### src/rtl/uart_rx_core.sv
// 8N1 UART receiver: 16x-oversampled, start bit validated at mid-bit, data and stop
// sampled at bit centres, byte handed off over valid/ready with framing/overrun pulses.
`timescale 1ns/1ps
module uart_rx_core #(
    parameter int unsigned DATA_BITS  = 8,
    parameter int unsigned OVERSAMPLE = 16,
    parameter int unsigned TICK_WIDTH = $clog2(OVERSAMPLE)
) (
    input  logic                 clk_50m_i,
    input  logic                 rst_n_i,
    input  logic                 rxclk_en_i,
    input  logic                 rx_i,
    output logic [DATA_BITS-1:0] data_o,
    output logic                 data_valid_o,
    input  logic                 data_ready_i,
    output logic                 frame_err_o,
    output logic                 overrun_o,
    output logic                 busy_o
);

    localparam int unsigned BIT_CNT_W = $clog2(DATA_BITS) + 1;

    localparam logic [TICK_WIDTH-1:0] TICK_MID  = TICK_WIDTH'(OVERSAMPLE / 2 - 1);
    localparam logic [TICK_WIDTH-1:0] TICK_LAST = TICK_WIDTH'(OVERSAMPLE - 1);
    localparam logic [BIT_CNT_W-1:0]  BIT_DONE  = BIT_CNT_W'(DATA_BITS);

    localparam logic [2:0] S_IDLE      = 3'd0;
    localparam logic [2:0] S_START     = 3'd1;
    localparam logic [2:0] S_DATA      = 3'd2;
    localparam logic [2:0] S_STOP      = 3'd3;
    localparam logic [2:0] S_WAIT_HIGH = 3'd4;

    logic                  rx_meta_q;
    logic                  rx_s_q;

    logic [2:0]            state_q,    state_d;
    logic [TICK_WIDTH-1:0] tick_cnt_q, tick_cnt_d;
    logic [BIT_CNT_W-1:0]  bit_cnt_q,  bit_cnt_d;
    logic [DATA_BITS-1:0]  shift_q,    shift_d;

    logic [DATA_BITS-1:0]  data_q,       data_d;
    logic                  data_valid_q, data_valid_d;
    logic                  frame_err_q,  frame_err_d;
    logic                  overrun_q,    overrun_d;
    logic                  busy_q,       busy_d;

    logic                  byte_done;
    logic                  stop_err;
    logic                  handshake;

    always_ff @(posedge clk_50m_i or negedge rst_n_i) begin
        if (!rst_n_i) begin
            rx_meta_q <= 1'b1;
            rx_s_q    <= 1'b1;
        end else begin
            rx_meta_q <= rx_i;
            rx_s_q    <= rx_meta_q;
        end
    end

    // Bits enter at the MSB and shift down, so after DATA_BITS samples bit 0 sits at the LSB.
    always_comb begin
        state_d    = state_q;
        tick_cnt_d = tick_cnt_q;
        bit_cnt_d  = bit_cnt_q;
        shift_d    = shift_q;
        byte_done  = 1'b0;
        stop_err   = 1'b0;

        if (rxclk_en_i) begin
            case (state_q)
                S_IDLE: begin
                    if (!rx_s_q) begin
                        state_d    = S_START;
                        tick_cnt_d = '0;
                    end
                end
                S_START: begin
                    if (tick_cnt_q == TICK_MID) begin
                        tick_cnt_d = '0;
                        if (!rx_s_q) begin
                            state_d   = S_DATA;
                            bit_cnt_d = '0;
                        end else begin
                            state_d = S_IDLE;
                        end
                    end else begin
                        tick_cnt_d = tick_cnt_q + 1'b1;
                    end
                end
                S_DATA: begin
                    if (tick_cnt_q == TICK_LAST) begin
                        tick_cnt_d = '0;
                        shift_d    = {rx_s_q, shift_q[DATA_BITS-1:1]};
                        bit_cnt_d  = bit_cnt_q + 1'b1;
                        if (bit_cnt_d == BIT_DONE) begin
                            state_d   = S_STOP;
                            bit_cnt_d = '0;
                        end
                    end else begin
                        tick_cnt_d = tick_cnt_q + 1'b1;
                    end
                end
                S_STOP: begin
                    if (tick_cnt_q == TICK_LAST) begin
                        tick_cnt_d = '0;
                        if (rx_s_q) begin
                            byte_done = 1'b1;
                            state_d   = S_IDLE;
                        end else begin
                            stop_err  = 1'b1;
                            state_d   = S_WAIT_HIGH;
                        end
                    end else begin
                        tick_cnt_d = tick_cnt_q + 1'b1;
                    end
                end
                S_WAIT_HIGH: begin
                    if (rx_s_q) begin
                        state_d = S_IDLE;
                    end
                end
                default: begin
                    state_d = S_IDLE;
                end
            endcase
        end
    end

    // A load and a handshake in the same cycle keep valid high: the old byte was taken.
    always_comb begin
        handshake    = data_valid_q & data_ready_i;
        data_d       = byte_done ? shift_q : data_q;
        data_valid_d = byte_done | (data_valid_q & ~data_ready_i);
        frame_err_d  = stop_err;
        overrun_d    = byte_done & data_valid_q & ~handshake;
        busy_d       = (state_d != S_IDLE);
    end

    always_ff @(posedge clk_50m_i or negedge rst_n_i) begin
        if (!rst_n_i) begin
            state_q      <= S_IDLE;
            tick_cnt_q   <= '0;
            bit_cnt_q    <= '0;
            shift_q      <= '0;
            data_q       <= '0;
            data_valid_q <= 1'b0;
            frame_err_q  <= 1'b0;
            overrun_q    <= 1'b0;
            busy_q       <= 1'b0;
        end else begin
            state_q      <= state_d;
            tick_cnt_q   <= tick_cnt_d;
            bit_cnt_q    <= bit_cnt_d;
            shift_q      <= shift_d;
            data_q       <= data_d;
            data_valid_q <= data_valid_d;
            frame_err_q  <= frame_err_d;
            overrun_q    <= overrun_d;
            busy_q       <= busy_d;
        end
    end

    assign data_o       = data_q;
    assign data_valid_o = data_valid_q;
    assign frame_err_o  = frame_err_q;
    assign overrun_o    = overrun_q;
    assign busy_o       = busy_q;

endmodule

### config.mk
export PLATFORM = sky130hd
export DESIGN_NAME = uart_rx_core
export DESIGN_NICKNAME = d
export VERILOG_FILES = /design/src/rtl/uart_rx_core.sv
export SDC_FILE = /design/constraint.sdc
export NUM_CORES = 1
export LEC_CHECK = 0
export ABC_AREA = 1
export BUFFER_PORTS_ARGS = -buffer_cell sky130_fd_sc_hd__buf_2
export CAP_MARGIN = 30
export CORE_ASPECT_RATIO = 1.2
export CORE_UTILIZATION = 57
export CTS_BUF_LIST = sky130_fd_sc_hd__clkbuf_8 sky130_fd_sc_hd__clkbuf_16
export CTS_CLUSTER_DIAMETER = 50
export DETAILED_ROUTE_END_ITERATION = 6
export PLACE_DENSITY_LB_ADDON = 0.1
export SLEW_MARGIN = 20
export SYNTH_ARGS = -nofsm -noshare
export SYNTH_HDL_FRONTEND = slang
export SYNTH_SLANG_ARGS = --single-unit
### constraint.sdc
create_clock -name clk_50m_i -period 1.5 [get_ports clk_50m_i]
set_input_delay 0.225 -clock clk_50m_i [delete_from_list [all_inputs] [get_ports clk_50m_i]]
set_output_delay 0.225 -clock clk_50m_i [all_outputs]
set_load 0.03 [all_outputs]
==> results.toml <==
[placed_design]
dp_cells = 230
hpwl_um = 2010
portBuffers = 16
gp_congestion = 0.937

[power]
swShare_pct = 26.5
p_seq_share_pct = 46.7
clkPwrFrac_pct = 40.1
switchingPower_w = 0.000570
power.internal_w = 0.00158
p_comb_share_pct = 13.2
power_leakage_nw = 0.959
ir_drop_mv = 0.857
p_per_area_nw_per_um2 = 1120

[sta]
hold_ws_ns = 0.0365
setup_viol = 0
fin_crit_ns = 1.43
tightest_slew_ns = 0.404
finalHoldViolations = 0
fin_tns_setup_ns = 0
finClkSkew_ns = 0.00592
finalCritPeriodShare_pct = 95.3
relSlewSlack_pct = 73.0
slew_violations = 0
max_freq_mhz = 700

[worst_setup_path]
cp-start-kind = "flip-flop"
cpLargestDelayFamily = "simple AND/OR/NAND/NOR gates"
worstPathCellList = "ha_1, inv_1, nand2_1, nand2_1, nor2_1, nand3_1, nand2_1, a21oi_1, nand2_1"
slowest_delay_ns = 0.42
path_max_fanout = 5
cp_common_cell = "nand2_1"
cp-end-kind = "flip-flop"
crit_slowest_cell = "dfrtp_1"
cp-startpoint = "bit_cnt_q[0]"
critPathBufInv = 1
cp.required_ns = 1.66
crit_type = "reg -> reg"
arrival_ns = 1.59
r2r-start = "bit_cnt_q[0]"

[route]
antenna_left = 0
finalWirelength_um = 2980
wire_per_inst_um = 12.2
first_pass_iters = 4
routed_via_density = 5.21
first_iter_violations = 36
num_vias = 1272
route.detailed.drc = 0

[yosys]
syn_inst = 183
ys_seq_area_share_pct = 51.1
synth-async-reset-ratio_pct = 100
synth_nets = 191
ys_types = 25
synth_area_per_cell_sq_um = 8.86
yosys_most_used_dff = "dfrtp_1"
synth_edf_count = 0
synth_seq_cells = 33
yosysWarnings = 0
syn-cell-area_sq_um = 1620

[final_layout]
final_cells = 244
final_nets = 218
drive_gt1_share_pct = 28.9
antenna_cells = 0
syn_to_final_growth_pct = 18.9
final_cell_mix = "nand2_1, dfrtp_1, inv_1, o21ai_1, buf_2"
final_common_cell = "nand2_1"

[floorplanning]
ios = 17
die_y_um = 60.4
die_area_sq_um = 3060
core_sq_um = 2630
fp-row-count = 20
start_util_pct = 61.7
fp.dieW_um = 50.7

[cts]
h-tree-depth = 2
cts-root-buf = "clkbuf_8"
clock_path_buffers = 2
cts_buffers = 5
clkLatencyLatePin_ns = 0.28
cts.clk_slew.worst_paths_ns = 0.06
clock_sinks = 33
tritoncts = "built"

[global_route]
grt_usage_pct = 22.9
grt_pass1_vias = 1218
grt_max_degree = 34
grt_pass1_wl_um = 5130
antenna_found_initial = 0
grt.overflow.total = 0

[min_path]
holdCritPathClass = "in -> reg"
min_from = "rx_i"

[run]
drv_cap = 0

[outcome]
status = "finished clean"
## registers in the layout (all words and copies together) (netlist names)
signal and flops:
data_o 8, shift_q 8, bit_cnt_q 4, tick_cnt_q 4, state_q 3, busy_o 1
data_valid_o 1, frame_err_o 1, overrun_o 1, rx_meta_q 1, rx_s_q 1
## layout make-up
class | instances | area, sq um
Sequential cell | 33 | 828
Multi-Input combinational cell | 118 | 682
Timing Repair Buffer | 23 | 148
Clock inverter | 2 | 37.5
Inverter | 29 | 109
Fill cell | 215 | 699
Tap cell | 33 | 41.3
Clock buffer | 6 | 82.6
## logic make-up after synthesis
kind of cell,after synthesis,synth area share [%]
adders and majority gates,3,2.32
AOI/OAI and AO/OA,35,13.1
and+or+nand+nor,79,24.5
xor gates and xnor gates,1,0.540
buffers and inverters,32,8.41
DFF,33,51.1
## per-stage QoR
| step | area [sq um] | utilization, % | setup slack [ns] | total power, W |
|---|---|---|---|---|
| floorplan | 1620 | - | 0.188 | 0.00118 |
| global placement | 1720 | 65.6 | 0.0585 | 0.00125 |
| detailed placement | 1720 | 65.6 | -0.0306 | 0.00126 |
| CTS | 1870 | 71.3 | 0.00118 | 0.00213 |
| global route | 1930 | 73.4 | -0.00539 | 0.00225 |
| finish | 1930 | 73.4 | 0.0706 | 0.00215 |
## synthesized netlist by cell type, types with 2 or more instances
library cell | instances | area share (%)
nand2_2 | 3 | 1.2
dfstp_2 | 2 | 3.2
ha_1 | 3 | 2.3
o21ai_2 | 8 | 4.3
nand2_1 | 49 | 11
nor2_4 | 3 | 2.1
inv_2 | 5 | 1.2
dfrtp_1 | 31 | 48
nand3_1 | 7 | 2.2
nor2_1 | 9 | 2.1
o21ai_1 | 15 | 4.6
o21ai_0 | 9 | 2.8
buf_6 | 2 | 1.4
a21oi_1 | 2 | 0.62
inv_1 | 24 | 5.6
nand3_2 | 2 | 1.2
## final timing paths
| kind | to | slack [ns] | depth (start not counted) |
|---|---|---|---|
| max in group asynchronous | rx_meta_q | 0.69 | 3 |
| hold / removal | rx_meta_q | 0.04 | 1 |
| hold reg to reg | rx_s_q | 0.36 | 0 |
| setup reg to reg | busy_o | 0.07 | 9 |
| setup / recovery | busy_o | 0.07 | 9 |
| min in group asynchronous | frame_err_o | 0.49 | 3 |
## worst reg2reg max path, cell delays in order (launching register included)
cell	delay [ns]
dfrtp_1	0.42
ha_1	0.23
inv_1	0.06
nand2_1	0.05
nand2_1	0.10
nor2_1	0.07
nand3_1	0.09
nand2_1	0.06
a21oi_1	0.17
nand2_1	0.07
## power by group through the flow
stage	logic [W]	clock network [W]	registers, W
finish	0.000284	0.000865	0.00101
global route	0.000323	0.000917	0.00101
CTS	0.000251	0.000882	0.000997
detailed placement	0.000247	0	0.00101
global placement	0.000241	0	0.00101
floorplan	0.000171	0	0.00101
## layer usage
metal / track usage (%) / up-vias / part of all wire, %
li1: - / 630 / -
met1: 25.3 / 610 / 42
met2: 41.1 / 28 / 53
met3: 6.02 / 4 / 3.3
met4: 11.5 / 0 / 1.5
met5: 0 / - / 0
## what timing repair did
action	CTS	global route
pin swaps	0	4
endpoints found under the setup margin	8	17
hold buffers	1	0
resized for setup	0	6
hold endpoints to repair	31	0
gates cloned	0	0
setup buffers	1	4
Power figures use the tool's default switching activity.
